`src/rtl/smol_stream_pkg.sv`:
```
// Shared stream defaults and helpers for the smol FIFO and the producer/consumer blocks built around it.
package smol_stream_pkg;

    localparam int DATA_W_DEF = 32;
    localparam int DEPTH_DEF  = 8;

    // Ceiling log2, usable in parameter expressions; clog2(1) returns 0.
    function automatic int clog2(input int n);
        int r;
        int v;
        r = 0;
        v = n - 1;
        while (v > 0) begin
            r = r + 1;
            v = v >>> 1;
        end
        return r;
    endfunction

endpackage

```
`src/rtl/smol_stream_fifo_mem.sv`:
```
// DEPTH x W register array for the stream FIFO: synchronous write, asynchronous read, contents not reset.
module smol_stream_fifo_mem
    import smol_stream_pkg::*;
#(
    parameter int W      = DATA_W_DEF,
    parameter int DEPTH  = DEPTH_DEF,
    parameter int ADDR_W = clog2(DEPTH)
) (
    input  logic              clk,
    input  logic              wr_en,
    input  logic [ADDR_W-1:0] wr_addr,
    input  logic [W-1:0]      wr_data,
    input  logic [ADDR_W-1:0] rd_addr,
    output logic [W-1:0]      rd_data
);

    logic [W-1:0] mem [DEPTH];

    always_ff @(posedge clk) begin
        if (wr_en) begin
            mem[wr_addr] <= wr_data;
        end
    end

    assign rd_data = mem[rd_addr];

endmodule

```
`src/rtl/smol_stream_fifo.sv`:
```
// Valid/ready stream FIFO: pointers, occupancy and registered handshakes around smol_stream_fifo_mem.
// Optional last sideband enabled by defining SMOL_STREAM_FIFO_LAST_EN.
module smol_stream_fifo
    import smol_stream_pkg::*;
#(
    parameter int DATA_W = DATA_W_DEF,
    parameter int DEPTH  = DEPTH_DEF,
    parameter int ADDR_W = clog2(DEPTH)
) (
    input  logic              clk,
    input  logic              rst_n,
    input  logic              s_vld,
    output logic              s_rdy,
    input  logic [DATA_W-1:0] s_data,
`ifdef SMOL_STREAM_FIFO_LAST_EN
    input  logic              s_last,
    output logic              m_last,
`endif
    output logic              m_vld,
    input  logic              m_rdy,
    output logic [DATA_W-1:0] m_data,
    output logic [ADDR_W:0]   level
);

`ifdef SMOL_STREAM_FIFO_LAST_EN
    localparam int MEM_W = DATA_W + 1;
`else
    localparam int MEM_W = DATA_W;
`endif

    localparam logic [ADDR_W:0] FULL_LVL = (ADDR_W+1)'(DEPTH);

    logic [ADDR_W:0] wr_ptr;
    logic [ADDR_W:0] rd_ptr;
    logic [ADDR_W:0] wr_ptr_nxt;
    logic [ADDR_W:0] rd_ptr_nxt;
    logic [ADDR_W:0] level_nxt;
    logic            push;
    logic            pop;
    logic [MEM_W-1:0] wr_word;
    logic [MEM_W-1:0] rd_word;

    assign push = s_vld && s_rdy;
    assign pop  = m_vld && m_rdy;

    assign wr_ptr_nxt = wr_ptr + {{ADDR_W{1'b0}}, push};
    assign rd_ptr_nxt = rd_ptr + {{ADDR_W{1'b0}}, pop};
    assign level_nxt  = wr_ptr_nxt - rd_ptr_nxt;

    // Handshakes are registered from next-state occupancy, so neither depends on the opposite port
    // in the same cycle, and s_rdy stays low until the first edge after reset release.
    always_ff @(posedge clk or negedge rst_n) begin
        if (!rst_n) begin
            wr_ptr <= '0;
            rd_ptr <= '0;
            s_rdy  <= 1'b0;
            m_vld  <= 1'b0;
        end else begin
            wr_ptr <= wr_ptr_nxt;
            rd_ptr <= rd_ptr_nxt;
            s_rdy  <= (level_nxt != FULL_LVL);
            m_vld  <= (level_nxt != '0);
        end
    end

    assign level = wr_ptr - rd_ptr;

`ifdef SMOL_STREAM_FIFO_LAST_EN
    assign wr_word = {s_last, s_data};
`else
    assign wr_word = s_data;
`endif

    smol_stream_fifo_mem #(
        .W      (MEM_W),
        .DEPTH  (DEPTH),
        .ADDR_W (ADDR_W)
    ) u_mem (
        .clk     (clk),
        .wr_en   (push),
        .wr_addr (wr_ptr[ADDR_W-1:0]),
        .wr_data (wr_word),
        .rd_addr (rd_ptr[ADDR_W-1:0]),
        .rd_data (rd_word)
    );

    // Storage is never reset; gate the head so the outputs read zero while the FIFO is empty.
    assign m_data = m_vld ? rd_word[DATA_W-1:0] : '0;
`ifdef SMOL_STREAM_FIFO_LAST_EN
    assign m_last = m_vld ? rd_word[DATA_W] : 1'b0;
`endif

endmodule

```
`config.mk`:
```
export PLATFORM = sky130hd
export DESIGN_NAME = smol_stream_fifo
export DESIGN_NICKNAME = d
export VERILOG_FILES = /design/src/rtl/smol_stream_pkg.sv /design/src/rtl/smol_stream_fifo_mem.sv /design/src/rtl/smol_stream_fifo.sv
export SDC_FILE = /design/constraint.sdc
export NUM_CORES = 1
export LEC_CHECK = 0
export BUFFER_PORTS_ARGS = -buffer_cell sky130_fd_sc_hd__buf_4
export CORE_MARGIN = 4
export CORE_UTILIZATION = 50
export CTS_CLUSTER_SIZE = 30
export DETAILED_ROUTE_END_ITERATION = 8
export PLACE_DENSITY = 0.68
export SYNTH_ARGS = -nofsm -noshare
export SYNTH_HDL_FRONTEND = slang
export SYNTH_SLANG_ARGS = --single-unit
```
`constraint.sdc`:
```
create_clock -name clk -period 5.9 [get_ports clk]
set_input_delay 0.59 -clock clk [delete_from_list [all_inputs] [get_ports clk]]
set_output_delay 0.59 -clock clk [all_outputs]
set_load 0.005 [all_outputs]
```
=== After elaboration in Yosys (flattened, before gate mapping) ===
Memory sizes are Yosys's and may differ from the RTL's.
Index checks and enable logic that the tools add are counted.

* Bits in writable memories: 256
* Memories: 1
* Bits of input ports: 36
* Register bits after elaboration: 10

{| class="wikitable"
|+ Memory list
! memory !! words !! width !! read ports !! clocked after memory_dff !! wr ports !! line !! source
|-
| u_mem.mem || 8 || 32 || 1 || 0 || 1 || smol_stream_fifo_mem.sv:17 || <nowiki>logic [W-1:0] mem [DEPTH];</nowiki>
|}

* Mux-type cells: 3
* Reduce and logical (&&, ||, !) cells: 3
* Add/sub/neg operators: 4
* Equal/unequal tests: 1

{| class="wikitable"
|+ Operators with widths
! kind !! count
|-
| 32-bit two-way mux || 1
|-
| 4-bit by 1-bit adder with 4-bit output || 2
|-
| 4-bit subtractor || 2
|-
| 4-bit != test, second input constant || 1
|-
| 4-bit nonzero test || 1
|-
| 1-bit logical AND || 2
|-
| 1-bit two-way mux || 2
|}

=== Longest topological paths before layout ===
Gate-level depths: netlist of the first run.

* Word-level depth: 4
* Gate-level depth with buffers: 10
* Mapped depth without buffers: 9

=== Hierarchy ===
A second synthesis of the first run with hierarchy kept.

* Cells, all modules: 471
* Area total of the unflattened synthesis: 10664.0 sq um

{| class="wikitable"
|+ Modules (own cells, without submodules)
! module !! area each (sq um) !! cells each !! sequential area each (sq um) !! times used
|-
| smol_stream_fifo_mem || 9825.7 || 383 || 7687.4 || 1
|-
| smol_stream_fifo || 838.3 || 88 || 250.2 || 1
|}

=== Worst setup path after synthesis of the first run ===
OpenSTA, ideal clock, no wires.

* Kind: in2reg
* Start point: input s_vld
* End point: memory u_mem.mem[1][0] in the netlist's numbering, enable pin
* Path buffers: 0
* Stages on the path: 3
* Setup slack: 2392 ps
* Data arrival time: 3047 ps
* Cell sequence: and2_1 nand2_1 nor3_1

* Word-level cells in the longest chain between the ends: 3

{| class="wikitable"
|+ Ends and longest elaborated chain
! element !! line !! source
|-
| start, declared || smol_stream_fifo.sv:12 || <nowiki>input logic s_vld,</nowiki>
|-
| 1-bit logical AND || smol_stream_fifo.sv:43 || <nowiki>assign push = s_vld && s_rdy;</nowiki>
|-
| 1-bit two-way mux || smol_stream_fifo_mem.sv:20 || <nowiki>if (wr_en) begin</nowiki>
|-
| 1-bit two-way mux (implied by the code) || smol_stream_fifo_mem.sv:21 || <nowiki>mem[wr_addr] <= wr_data;</nowiki>
|-
| end, declared || smol_stream_fifo_mem.sv:17 ||
|}

Every way passes these cells.

=== Worst setup path after layout of the first run ===
* Start point: register rd_ptr[0]
* End point: output m_data[8]

* Word-level cells in the longest chain between the ends: 2

{| class="wikitable"
|+ Ends and longest elaborated chain
! element !! line !! source
|-
| start, declared || smol_stream_fifo.sv:34 || <nowiki>logic [ADDR_W:0] rd_ptr;</nowiki>
|-
| start signal, assigned || smol_stream_fifo.sv:60 || <nowiki>rd_ptr <= rd_ptr_nxt;</nowiki>
|-
| memory 8 x 32 bit || - ||
|-
| 32-bit two-way mux || smol_stream_fifo.sv:88 || <nowiki>assign m_data = m_vld ? rd_word[DATA_W-1:0] : '0;</nowiki>
|-
| end, declared || smol_stream_fifo.sv:21 || <nowiki>output logic [DATA_W-1:0] m_data,</nowiki>
|}

Every way passes these cells.

==> run_results.csv, run 1 <==
group,metric,value,unit
global_route,grt.total_usage,17.3,%
power_and_ir_drop,p_seq_share,43.6,%
synthesis,ys_ff_latch,266,
layout,multi_input_area,2360,um2
timing,rsz0062_at_grt,"false",
synthesis,synth_edf_count,256,
layout,drive_gt1_share,32.4,%
layout,syn2layout_area_growth,15.9,%
cts,clock-sinks,266,
critical_path,slowest_stage,"dfrtp_4",
routing,drt_wl_total,20100,um
timing,setup_viol,0,
timing,min_period_over_period,60.7,%
critical_path,worstPathCellList,"buf_4 > mux4_2 > nand2_1 > a21boi_1 > buf_4",
synthesis,synthesis.nets,554,
layout,nNetsFinal,647,
synthesis,yosysSeqAreaShare,75.9,%
synthesis,netlist_top_cells_count,"256 x edfxtp_1, 69 x nand2_1, 64 x mux4_2, 32 x a21boi_1, 11 x inv_1",
power_and_ir_drop,powerDensity,496,nW/um2
layout,fill_cells,1501,
global_route,grt_pass1_vias,5286,
power_and_ir_drop,vdd_ir_drop_max,0.322,mV
global_route,grt_pass1_wl,31200,um
critical_path,startpoint_type,"register",
critical_path,required,5310,ps
timing,slew_headroom,27.2,%
placement,dp_hpwl,10700,um
synthesis,syn-cell-area,10500,um2
synthesis,synthFlopType,"edfxtp_1",
placement,pre_cts_ws,2770,ps
timing,period_minus_slack,3580,ps
power_and_ir_drop,power.share.clock,24.5,%
cts,numCtsBuffers,27,
timing,fmax,0.279,GHz
run,maxCapViolations,0,
synthesis,yosys_warnings,0,
power_and_ir_drop,switching_share,29.7,%
timing,tns,0,ps
floorplanning,num_rows,52,
critical_path,cpPeakStageDelay,1140,ps
global_route,grt_remaining_overflow,0,
synthesis,syn_inst,507,
synthesis,yosysMostFrequentCell,"edfxtp_1",
routing,vias,5006,
floorplanning,dieHeight,153,um
cts,clk_latency,510,ps
routing,ant_nets,0,
routing,firstDrtPassIters,4,
timing,fin_ws,2320,ps
cts,htreeDepth,1,
critical_path,crit_family,"flip-flops",
critical_path,crit_top_cell,"buf_4",
critical_path,crit_buf_inv,2,
global_route,antenna_found_initial,0,
routing,vias_per_cell,5.64,
synthesis,yosysUniqueCellTypes,26,
layout,diodes,0,
placement,portBuffers,73,
power_and_ir_drop,combPwrFrac,31.9,%
critical_path,cp.arrival,2990,ps
cts,cts_resized,0,
global_route,grt_max_degree,54,
cts,cts_root_buf,"clkbuf_16",
timing,fin_skew,8.00,ps
synthesis,async_flop_share,3.76,%
timing,final-hold-violation-count,0,
floorplanning,start_util,51.2,%
synthesis,yosysTopAreaCellShare,73.5,%
min_path,min_path_type,"input port to register",
layout,regArea,7940,um2
routing,drt_iter0_markers,320,
timing,finalMaxSlewViolations,0,
synthesis,avgSynthCellArea,20.6,um2
floorplanning,coreArea,20400,um2
cts,clk_path_buf_depth,3,
power_and_ir_drop,total_leakage_power,4.17,nW
floorplanning,ios,74,
timing,worst_pin_slew,1090,ps
power_and_ir_drop,p_sw,1.78,mW
floorplanning,die_x,153,um
critical_path,crit_path_end_kind,"output port",
cts,clk_pin_slew_worst_paths,60,ps
run_status,run_status,"complete, no violations",
synthesis,synthTopCellsByArea,"edfxtp_1 74%, mux4_2 14%, nand2_1 2.5%",
critical_path,critical_path_class,"register to output port",
critical_path,cp_max_fo,53,
placement,place.gp.congestion,0.736,
cts,cts_tree,"yes",
routing,drc,0,
floorplanning,die-area,23300,um2
synthesis,synth_top_area_cell,"edfxtp_1",
power_and_ir_drop,internal_power,4.23,mW
routing,drt-wirelength-per-cell,22.6,um
## power by group through the flow
| stage | clock (mW) | combinational (mW) | sequential, mW |
|---|---|---|---|
| floorplan | 0 | 1.38 | 2.47 |
| global placement | 0 | 1.93 | 2.65 |
| detailed placement | 0 | 1.95 | 2.67 |
| CTS | 1.51 | 1.96 | 2.63 |
| global route | 1.59 | 2.09 | 2.66 |
| finish | 1.47 | 1.92 | 2.62 |
## stage by stage
stage	cells	total power, mW	util, %	hold WS (ps)	instance area (um2)
finish	887	6.01	59.3	305	12100
global placement	840	4.58	55.5	425	11300
detailed placement	840	4.62	55.5	427	11300
CTS	887	6.10	59.3	286	12100
floorplan	507	3.86	-	294	10500
global route	887	6.35	59.3	284	12100
## sequential cells by signal (all words and copies together) (netlist names)
register / flops
s_rdy: 1
wr_ptr: 4
u_mem.mem: 256
rd_ptr: 4
m_vld: 1
## worst paths after layout
path | from | end | slack [ps] | cells past startpoint
worst max register to register | rd_ptr[1]$_DFF_PN0_ | s_rdy$_DFF_PN0_ | 2840 | 8
worst min register to register | rd_ptr[3]$_DFF_PN0_ | rd_ptr[3]$_DFF_PN0_ | 540 | 1
worst max-delay path | rd_ptr[0]$_DFF_PN0_ | m_data[8] | 2320 | 5
max in group asynchronous | rst_n | rd_ptr[0]$_DFF_PN0_ | 5300 | 2
min in group asynchronous | rst_n | rd_ptr[3]$_DFF_PN0_ | 440 | 2
worst min-delay path | s_data[2] | u_mem.mem[3][2]$_DFFE_PP_ | 300 | 1
## layout by cell type (no fill, tap or decap), types with 5 or more instances in the layout
cell type	instances
clkbuf_16	27
dfrtp_1	8
xnor2_1	5
edfxtp_1	256
nand2_1	69
nor2_4	6
mux4_2	64
inv_1	11
buf_4	88
a21boi_1	32
clkinv_1	9
ha_1	10
clkinv_2	6
## worst reg2reg max path: stages, from the launching register on
cell,delay [ps]
dfrtp_2,1070
buf_4,520
ha_1,320
inv_1,60
ha_1,230
a21o_1,190
a21oi_1,160
xnor3_1,240
nand2b_1,150
## routing by layer
metal	share of wire, %	GRT usage, %	wire length, um
met1	43	24.4	8600
met4	1.3	3.95	251
met2	50	28.8	10100
met3	5.5	2.98	1100
met5	0	0	0
## final cells by class
type | count | area share [%]
Clock buffer | 30 | 5.67
Sequential cell | 266 | 65.6
Multi-Input combinational cell | 205 | 19.5
Timing Repair Buffer | 89 | 5.53
Tap cell | 270 | 2.79
Clock inverter | 16 | 0.599
Inverter | 11 | 0.341
## cells by family (layout without fill, tap and decap cells)
kind of cell    count (synthesis)  after routing  synth area share, %
mux                            64             64                 13.8
fa+ha+maj                      11             11                 1.39
compound gates                 36             36                 2.54
buf+inv                        36            146                 2.01
simple gates                   85             85                 3.35
xor+xnor                        9              9                 1.03
flops                         266            266                 75.9
## what timing repair did
action / 4_1_cts / 5_1_grt
hold buffers: 1 / 0
setup buffers: 0 / 0
hold endpoints to repair: 10 / 0
Note: power is estimated with default switching activity, not from simulation.
==> run 2: changes to the inputs <==
==> constraint.sdc (replaced) <==
create_clock -name clk -period 3.8 [get_ports clk]
set_input_delay 0.38 -clock clk [delete_from_list [all_inputs] [get_ports clk]]
set_output_delay 0.38 -clock clk [all_outputs]
set_load 0.005 [all_outputs]
==> run 2 against run 1 <==
Hold slack got worse by 220 ps. Setup slack got worse by 1500 ps. Clock skew increased by 1.5 ps. Combinational power increased by 66%. Sequential share of layout area decreased by 0.26 points. First-iteration DRC count increased by 18%. Highest routed layer unchanged. Wire length increased by 1.8%. Largest power group unchanged. Critical path depth unchanged. Sequential power increased by 50%. Cell area increased by 0.40%. Global-route usage increased by 0.31 points.
==> run_results.csv, run 2 (synthesis results as in run 1) <==
group,metric,value,unit
run_status,run_status,"complete, no violations",
critical_path,required,3420,ps
timing,fmax,0.330,GHz
critical_path,critical_path_class,"register to output port",
routing,vias_per_cell,5.58,
global_route,grt_pass1_vias,5268,
power_and_ir_drop,p_sw,2.80,mW
floorplanning,die_x,153,um
power_and_ir_drop,vdd_ir_drop_max,0.376,mV
power_and_ir_drop,powerDensity,774,nW/um2
critical_path,slowest_stage,"dfrtp_4",
cts,clk_path_buf_depth,3,
global_route,grt_max_degree,54,
layout,layout_commonest_cell,"edfxtp_1",
run,maxCapViolations,0,
cts,clk_latency,530,ps
timing,worst_pin_slew,836,ps
timing,slew_headroom,44.2,%
routing,drt_wl_total,20400,um
floorplanning,num_rows,52,
power_and_ir_drop,switching_share,29.8,%
layout,fin_util,59.5,%
timing,min_period_over_period,79.7,%
power_and_ir_drop,power.total,9.42,mW
cts,clock-sinks,266,
floorplanning,ios,74,
routing,drc,0,
layout,fill_cells,1551,
layout,drive_gt1_share,32.6,%
placement,portBuffers,73,
routing,vias,4965,
routing,wl_met3,1030,um
cts,cts_root_buf,"clkbuf_16",
timing,finalMaxSlewViolations,0,
timing,period_minus_slack,3030,ps
critical_path,cp_max_fo,42,
cts,cts_tree,"yes",
floorplanning,coreArea,20400,um2
layout,reg_top3,"u_mem.mem x256, rd_ptr x4, wr_ptr x4",
critical_path,crit_family,"flip-flops",
routing,wl_met2,10300,um
placement,post-place-cells,843,
routing,top_layer,"met4",
critical_path,startpoint_type,"register",
cts,cts_setup_buffers,0,
placement,dp_hpwl,11400,um
layout,diodes,0,
timing,fin_skew,9.46,ps
power_and_ir_drop,combPwrFrac,33.7,%
global_route,antenna_found_initial,0,
layout,top_register,"u_mem.mem",
critical_path,crit_buf_inv,2,
critical_path,cpPeakStageDelay,760,ps
power_and_ir_drop,power.share.clock,24.6,%
floorplanning,start_util,51.2,%
cts,numCtsBuffers,27,
global_route,grt.total_usage,17.6,%
routing,firstDrtPassIters,4,
layout,largest_reg_flops,256,
routing,drt-wirelength-per-cell,23.0,um
cts,cts_resized,0,
timing,setup_viol,0,
critical_path,cp.arrival,2650,ps
routing,drt_iter0_markers,378,
cts,htreeDepth,1,
timing,tns,0,ps
power_and_ir_drop,p_seq_share,41.6,%
global_route,grt_pass1_wl,31600,um
power_and_ir_drop,internal_power,6.62,mW
critical_path,worstPathCellList,"buf_12 > mux4_2 > nand2_1 > a21boi_1 > buf_4",
floorplanning,dieHeight,153,um
global_route,grt_remaining_overflow,0,
layout,final_cell_mix,"256 x edfxtp_1, 89 x buf_4, 69 x nand2_1, 64 x mux4_2, 32 x a21boi_1",
timing,rsz0062_at_grt,"false",
cts,clk_pin_slew_worst_paths,60,ps
critical_path,ff2ff_setup_slack,1320,ps
min_path,min_path_type,"input port to register",
floorplanning,die-area,23300,um2
timing,final-hold-violation-count,0,
routing,ant_nets,0,
cts,cts-hold-fix-buffers,1,
placement,place.gp.congestion,0.704,
routing,wl_met1,8730,um
power_and_ir_drop,total_leakage_power,4.18,nW
critical_path,crit_path_end_kind,"output port",
layout,fin_cells,890,
layout,nNetsFinal,650,
layout,syn2layout_area_growth,16.3,%
-- run 2: cell types whose count changed in the layout (fill, tap and decap cells not counted), sizes merged --
cell | previous run | this run
clkinv | 15 | 7
clkbuf | 30 | 37
buf | 88 | 91
clkinvlp | 0 | 1
-- run 2: layout make-up --
| cell class | count | area, um2 | area share, % |
|---|---|---|---|
| Multi-Input combinational cell | 205 | 2360 | 19.4 |
| Clock inverter | 9 | 47.5 | 0.391 |
| Tap cell | 270 | 338 | 2.78 |
| Inverter | 11 | 41.3 | 0.339 |
| Sequential cell | 266 | 7940 | 65.3 |
| Timing Repair Buffer | 92 | 718 | 5.90 |
| Clock buffer | 37 | 713 | 5.86 |
-- run 2: power by group through the flow --
stage / clock network, mW / logic, mW / registers (mW)
2_1_floorplan: 0 / 2.15 / 3.84
3_3_place_gp: 0 / 3.19 / 3.97
3_5_place_dp: 0 / 3.24 / 4.00
4_1_cts: 2.37 / 3.26 / 3.94
5_1_grt: 2.49 / 3.47 / 3.97
6_report: 2.32 / 3.18 / 3.92
-- run 2: path summary, 6_finish.rpt --
kind,start,endpoint,cells past startpoint
min in group asynchronous,rst_n,rd_ptr[0]$_DFF_PN0_,2
worst max-delay path,rd_ptr[0]$_DFF_PN0_,m_data[31],5
worst max register to register,rd_ptr[0]$_DFF_PN0_,s_rdy$_DFF_PN0_,8
worst min-delay path,s_data[18],u_mem.mem[7][18]$_DFFE_PP_,1
max in group asynchronous,rst_n,rd_ptr[0]$_DFF_PN0_,2
worst min register to register,rd_ptr[3]$_DFF_PN0_,rd_ptr[3]$_DFF_PN0_,1
-- run 2: routing by layer --
metal | track usage (%) | vias up
met2 | 29.5 | 128
met1 | 24.9 | 2600
met3 | 2.90 | 30
li1 | - | 2207
met5 | 0 | -
met4 | 3.95 | 0
-- run 2: stage by stage --
step                      setup slack (ps)  hold WS (ps)  instance area, um2
after floorplan                        502          84.4               10500
after CTS                              726          59.9               12200
after detailed placement              1300           213               11400
final                                  771          83.5               12200
after global placement                1310           211               11400
after global routing                   621          70.5               12200
-- run 2: worst reg2reg max path: stages, from the launching register on --
cell,delay (ps)
dfrtp_4,680
ha_1,330
ha_1,300
inv_1,40
ha_1,290
a21o_1,180
a21oi_1,160
xnor3_1,240
nand2b_1,150
